**config.mk**
```make
export PLATFORM = sky130hd
export DESIGN_NAME = alu_cmd_sequencer
export DESIGN_NICKNAME = d
export VERILOG_FILES = /design/src/rtl/alu_cmd_sequencer_pkg.sv /design/src/rtl/alu_cmd_sequencer_regfile.sv /design/src/rtl/alu_cmd_sequencer.sv
export SDC_FILE = /design/constraint.sdc
export NUM_CORES = 1
export LEC_CHECK = 0
export BUFFER_PORTS_ARGS = -buffer_cell sky130_fd_sc_hd__clkbuf_2
export CAP_MARGIN = 20
export CORE_MARGIN = 4
export CORE_UTILIZATION = 60
export DETAILED_ROUTE_END_ITERATION = 8
export GPL_ROUTABILITY_DRIVEN = 0
export GPL_TIMING_DRIVEN = 0
export HOLD_SLACK_MARGIN = 0.03
export PLACE_DENSITY = 0.82
export SYNTH_ARGS = -nofsm -noshare
export SYNTH_HDL_FRONTEND = slang
export SYNTH_SLANG_ARGS = --single-unit
export TNS_END_PERCENT = 30
```
**constraint.sdc**
```tcl
create_clock -name clk -period 20.4 [get_ports clk]
set_clock_uncertainty 0.2 [all_clocks]
set_input_delay 3.06 -clock clk [delete_from_list [all_inputs] [get_ports clk]]
set_output_delay 3.06 -clock clk [all_outputs]
set_load 0.01 [all_outputs]
```
**src/rtl/alu_cmd_sequencer_pkg.sv**
```systemverilog
// Shared definitions for the ALU command sequencer: opcodes, command types and FSM states.
// Optional sticky flag outputs are enabled in the top with ALU_SEQ_STICKY_FLAGS_EN.
package alu_cmd_sequencer_pkg;

  typedef enum logic [2:0] {
    OP_ADD = 3'd0,
    OP_SUB = 3'd1,
    OP_SHL = 3'd2,
    OP_ROR = 3'd3,
    OP_AND = 3'd4,
    OP_OR  = 3'd5,
    OP_XOR = 3'd6,
    OP_NEG = 3'd7
  } aluOp_t;

  typedef enum logic {
    CMD_LOAD = 1'b0,
    CMD_ALU  = 1'b1
  } cmdType_t;

  typedef enum logic [1:0] {
    IDLE    = 2'd0,
    ISSUE   = 2'd1,
    CAPTURE = 2'd2,
    RESP    = 2'd3
  } seqState_t;

  // Wide enough for the largest settle count (15).
  localparam int CNT_W = 4;

endpackage

```
**src/rtl/alu_cmd_sequencer_regfile.sv**
```systemverilog
// NREGS x DW register file with two asynchronous read ports and one synchronous write port.
// All registers clear to zero on asynchronous reset.
module alu_cmd_sequencer_regfile #(
  parameter int DW    = 16,
  parameter int NREGS = 8,
  parameter int AW    = $clog2(NREGS)
) (
  input  logic          clk,
  input  logic          reset,
  input  logic          wrEn,
  input  logic [AW-1:0] wrAddr,
  input  logic [DW-1:0] wrData,
  input  logic [AW-1:0] rdAddrA,
  input  logic [AW-1:0] rdAddrB,
  output logic [DW-1:0] rdDataA,
  output logic [DW-1:0] rdDataB
);

  logic [DW-1:0] regs [NREGS];

  always_ff @(posedge clk or posedge reset) begin
    if (reset) begin
      for (int i = 0; i < NREGS; i++) regs[i] <= '0;
    end else if (wrEn) begin
      regs[wrAddr] <= wrData;
    end
  end

  assign rdDataA = regs[rdAddrA];
  assign rdDataB = regs[rdAddrB];

endmodule

```
**src/rtl/alu_cmd_sequencer.sv**
```systemverilog
// Command front end for ALU16bit: register file, issue/settle/capture FSM and response port.
// Define ALU_SEQ_STICKY_FLAGS_EN to add clr_sticky / sticky_z / sticky_c.
module alu_cmd_sequencer
  import alu_cmd_sequencer_pkg::*;
#(
  parameter int DW       = 16,
  parameter int NREGS    = 8,
  parameter int ALU_WAIT = 1,
  localparam int AW      = $clog2(NREGS)
) (
  input  logic          clk,
  input  logic          reset,
  input  logic          cmd_valid,
  output logic          cmd_ready,
  input  logic          cmd_type,
  input  logic [2:0]    cmd_op,
  input  logic [AW-1:0] cmd_rd,
  input  logic [AW-1:0] cmd_ra,
  input  logic [AW-1:0] cmd_rb,
  input  logic [DW-1:0] cmd_imm,
  output logic [2:0]    alu_op,
  output logic [DW-1:0] alu_a,
  output logic [DW-1:0] alu_b,
  input  logic [DW-1:0] alu_y,
  input  logic          alu_z,
  input  logic          alu_c,
  output logic          rsp_valid,
  input  logic          rsp_ready,
  output logic [DW-1:0] rsp_y,
  output logic          rsp_z,
  output logic          rsp_c,
  output logic [AW-1:0] rsp_rd
`ifdef ALU_SEQ_STICKY_FLAGS_EN
  ,
  input  logic          clr_sticky,
  output logic          sticky_z,
  output logic          sticky_c
`endif
);

  seqState_t      state, nextState;
  logic [CNT_W-1:0] waitCnt;
  logic [AW-1:0]  rdLatch;
  logic           accept, aluAccept, loadAccept;
  logic           regWrEn;
  logic [AW-1:0]  regWrAddr;
  logic [DW-1:0]  regWrData;
  logic [DW-1:0]  regA, regB;

  assign cmd_ready  = (state == IDLE);
  assign accept     = cmd_valid & cmd_ready;
  assign aluAccept  = accept & (cmd_type == CMD_ALU);
  assign loadAccept = accept & (cmd_type == CMD_LOAD);

  // LOAD writes happen in IDLE and ALU writebacks in CAPTURE, so they never collide.
  assign regWrEn   = loadAccept | (state == CAPTURE);
  assign regWrAddr = (state == CAPTURE) ? rdLatch : cmd_rd;
  assign regWrData = (state == CAPTURE) ? alu_y : cmd_imm;

  alu_cmd_sequencer_regfile #(.DW(DW), .NREGS(NREGS), .AW(AW)) uRegfile (
    .clk     (clk),
    .reset   (reset),
    .wrEn    (regWrEn),
    .wrAddr  (regWrAddr),
    .wrData  (regWrData),
    .rdAddrA (cmd_ra),
    .rdAddrB (cmd_rb),
    .rdDataA (regA),
    .rdDataB (regB)
  );

  always_ff @(posedge clk or posedge reset) begin
    if (reset) state <= IDLE;
    else       state <= nextState;
  end

  always_comb begin
    nextState = state;
    case (state)
      IDLE:    if (aluAccept) nextState = ISSUE;
      ISSUE:   if (waitCnt == CNT_W'(1)) nextState = CAPTURE;
      CAPTURE: nextState = RESP;
      RESP:    if (rsp_ready) nextState = IDLE;
      default: nextState = IDLE;
    endcase
  end

  // ALU drive registers hold their last issued values until the next ALU accept.
  always_ff @(posedge clk or posedge reset) begin
    if (reset) begin
      alu_op    <= '0;
      alu_a     <= '0;
      alu_b     <= '0;
      rdLatch   <= '0;
      waitCnt   <= '0;
      rsp_valid <= 1'b0;
      rsp_y     <= '0;
      rsp_z     <= 1'b0;
      rsp_c     <= 1'b0;
      rsp_rd    <= '0;
    end else begin
      case (state)
        IDLE: begin
          if (aluAccept) begin
            alu_op  <= cmd_op;
            alu_a   <= regA;
            alu_b   <= regB;
            rdLatch <= cmd_rd;
            waitCnt <= CNT_W'(ALU_WAIT);
          end
        end
        ISSUE: waitCnt <= waitCnt - CNT_W'(1);
        CAPTURE: begin
          rsp_y     <= alu_y;
          rsp_z     <= alu_z;
          rsp_c     <= alu_c;
          rsp_rd    <= rdLatch;
          rsp_valid <= 1'b1;
        end
        RESP: if (rsp_ready) rsp_valid <= 1'b0;
        default: ;
      endcase
    end
  end

`ifdef ALU_SEQ_STICKY_FLAGS_EN
  // A flag raised at CAPTURE takes priority over a clear in the same cycle.
  always_ff @(posedge clk or posedge reset) begin
    if (reset) begin
      sticky_z <= 1'b0;
      sticky_c <= 1'b0;
    end else begin
      if ((state == CAPTURE) && alu_z) sticky_z <= 1'b1;
      else if (clr_sticky)             sticky_z <= 1'b0;
      if ((state == CAPTURE) && alu_c) sticky_c <= 1'b1;
      else if (clr_sticky)             sticky_c <= 1'b0;
    end
  end
`endif

endmodule

```
==> flow_summary.json <==
{
  "post-route-period-util_pct": 23.01,
  "clk_pin_slew_worst_paths_ns": 0.07,
  "stdcell_count": 1145,
  "numClockSinks": 194,
  "total_power_mw": 1.702,
  "crit_fanout": 7,
  "seq_area_frac_synth_pct": 50.29,
  "syn_inst": 792,
  "cts_resized": 0,
  "drive_gt1_share_pct": 38.75,
  "core_um2": 15830,
  "p_leak_nw": 5.111,
  "grt_util_all_layers_pct": 27.94,
  "ys_seq_elements": 194,
  "grt_most_used_layer": "met2",
  "overflow": 0,
  "place_inst": 1115,
  "mostFrequentLayoutCell": "dfrtp_1",
  "drv_cap": 0,
  "critPathLaunch": "state[0]$_DFFE_PP0P_",
  "rsz0062_at_grt": "false",
  "post_dp_cell_area_um2": 10490,
  "vias": 6885,
  "rows": 46,
  "final-setup-viol-count": 0,
  "wl_mm": 24.26,
  "finalNetCount": 975,
  "h-tree-depth": 4,
  "vias_per_cell": 6.013,
  "antenna_found_initial": 0,
  "most-common-layout-cells": "dfrtp_1, mux2_2, clkbuf_2",
  "final-max-slew-violation-count": 0,
  "synthArstFlopShare_pct": 100.0,
  "hold_viol": 0,
  "synth_cell_types": 38,
  "syn_nets": 849,
  "cp.arrival_ns": 1.43,
  "worstHoldStart": "alu_b[6]$_DFFE_PP0P_",
  "use_met2_pct": 43.89,
  "tightest_slew_ns": 0.8460,
  "post-route-util_pct": 69.98,
  "cts_setup_buffers": 0,
  "hpwlAfterDp_mm": 17.26,
  "clockBufferDepth": 2,
  "setup_tns_ns": 0,
  "holdPathStages": 2,
  "post_drt_wl_per_cell_um": 21.19,
  "io_buffer_count": 106,
  "drtPass1Iterations": 5,
  "max-slew-margin-rel_pct": 43.60,
  "seq_area_um2": 4855,
  "cp_data_required_time_ns": 17.14,
  "syn2layout_area_growth_pct": 14.75,
  "drt_iter0_markers": 712,
  "ioPinCount": 109,
  "run_status": "completed",
  "numCtsBuffers": 17,
  "drc": 0,
  "root_buffer": "clkbuf_16",
  "critPathLaunchType": "flip-flop",
  "die_h_um": 134.8,
  "max_freq_mhz": 213.0,
  "drtAntennaViolNets": 0,
  "diodes": 0,
  "grtUsageMet3_pct": 4.620,
  "synth_area_leaders": "dfrtp_1, mux2_2, mux2i_1",
  "yosysTopAreaCell": "dfrtp_1",
  "grt_pass1_wl_mm": 39.02,
  "end_kind": "primary output",
  "multiInputGateArea_um2": 4393,
  "synth.top_cell.area_share_pct": 50.29,
  "vdd_drop_max_uv": 91.51,
  "synth_flop_cell": "dfrtp_1",
  "power_density_nw_per_um2": 153.6,
  "fin_crit_ns": 4.694,
  "yosys_warnings": 0,
  "holdWs_ns": 0.2775,
  "netlist_area_um2": 9653,
  "grt_max_degree": 117,
  "clk_latency_ns": 0.44,
  "grt_pass1_vias": 6983,
  "r2r_start": "state[0]$_DFFE_PP0P_",
  "cts_tree": "built",
  "final_cell_area_um2": 11080,
  "min-delay-path-class": "reg2reg",
  "grt_use_met1_pct": 40.15,
  "synth_edf_count": 0,
  "hold_buffers": 0,
  "design.die.area_um2": 18180,
  "nFillCells": 1136,
  "die_w_um": 134.8,
  "worst_slack_ns": 15.71,
  "pre_cts_ws_ns": 15.44,
  "crit_type": "reg2out",
  "rr_worst_depth": 7,
  "syn_area_per_cell_um2": 12.19,
  "start_util_pct": 60.99
}
-- cell usage after synthesis (3+ instances only) --
master and number:
a21oi_1 3, a221o_1 5, a22oi_1 27, buf_2 15, buf_4 6, buf_6 3, clkbuf_1 22, dfrtp_1 194
ha_1 6, inv_1 43, mux2_1 17, mux2_2 185, mux2i_1 65, nand2_1 58, nand2_2 6, nand2b_1 5
nor2_1 5, o21ai_0 43, o21ai_1 27, o221ai_1 27, o22ai_1 8
-- cell families after synthesis --
| family | share of synthesized area [%] |
|---|---|
| AOI/OAI and AO/OA | 10.47 |
| DFF | 50.29 |
| buffers and inverters | 4.200 |
| adders and majority gates | 0.7777 |
| and+or+nand+nor | 3.953 |
| muxes | 30.30 |
-- worst max-delay path, cell delays in order, from the launching register on --
cell      delay (ns)
dfrtp_1         0.41
inv_1           0.09
ha_1            0.30
clkbuf_2        0.19
-- final cells by class --
type / instances / share of cell area, %
flip-flops and latches: 194 / 43.83
multi-input cells: 507 / 39.66
repair buffers: 107 / 5.038
clock buffers: 17 / 3.840
well taps: 216 / 2.440
plain buffers: 48 / 2.203
inverters: 43 / 1.525
clock inverters: 13 / 1.468
-- final timing paths --
kind,to,slack [ns]
max in group asynchronous,uRegfile.regs[83]$_DFFE_PP0P_,16.61
max reg2reg,uRegfile.regs[116]$_DFFE_PP0P_,17.89
max,cmd_ready,15.71
min reg2reg,alu_b[6]$_DFFE_PP0P_,0.28
min,alu_b[6]$_DFFE_PP0P_,0.28
min in group asynchronous,alu_op[1]$_DFFE_PP0P_,2.54
-- registers in the layout (all words and copies together) (netlist names) --
name,cells
alu_op,3
rsp_rd,3
rsp_z,1
state,2
rdLatch,3
uRegfile.regs,128
rsp_valid,1
rsp_y,16
rsp_c,1
waitCnt,4
alu_a,16
alu_b,16
-- power by group --
group	switching (mW)	total [mW]	internal (mW)
combinational	0.330	0.650	0.319
clock	0.148	0.340	0.192
sequential	0.135	0.712	0.577
total	0.613	1.70	1.09
-- metal layers --
metal / share of wire [%] / up-vias
li1: - / 3138
met1: 45 / 3473
met2: 47 / 243
met3: 5.9 / 31
met4: 1.8 / 0
met5: 0 / -
(Power assumes the default switching activity.)
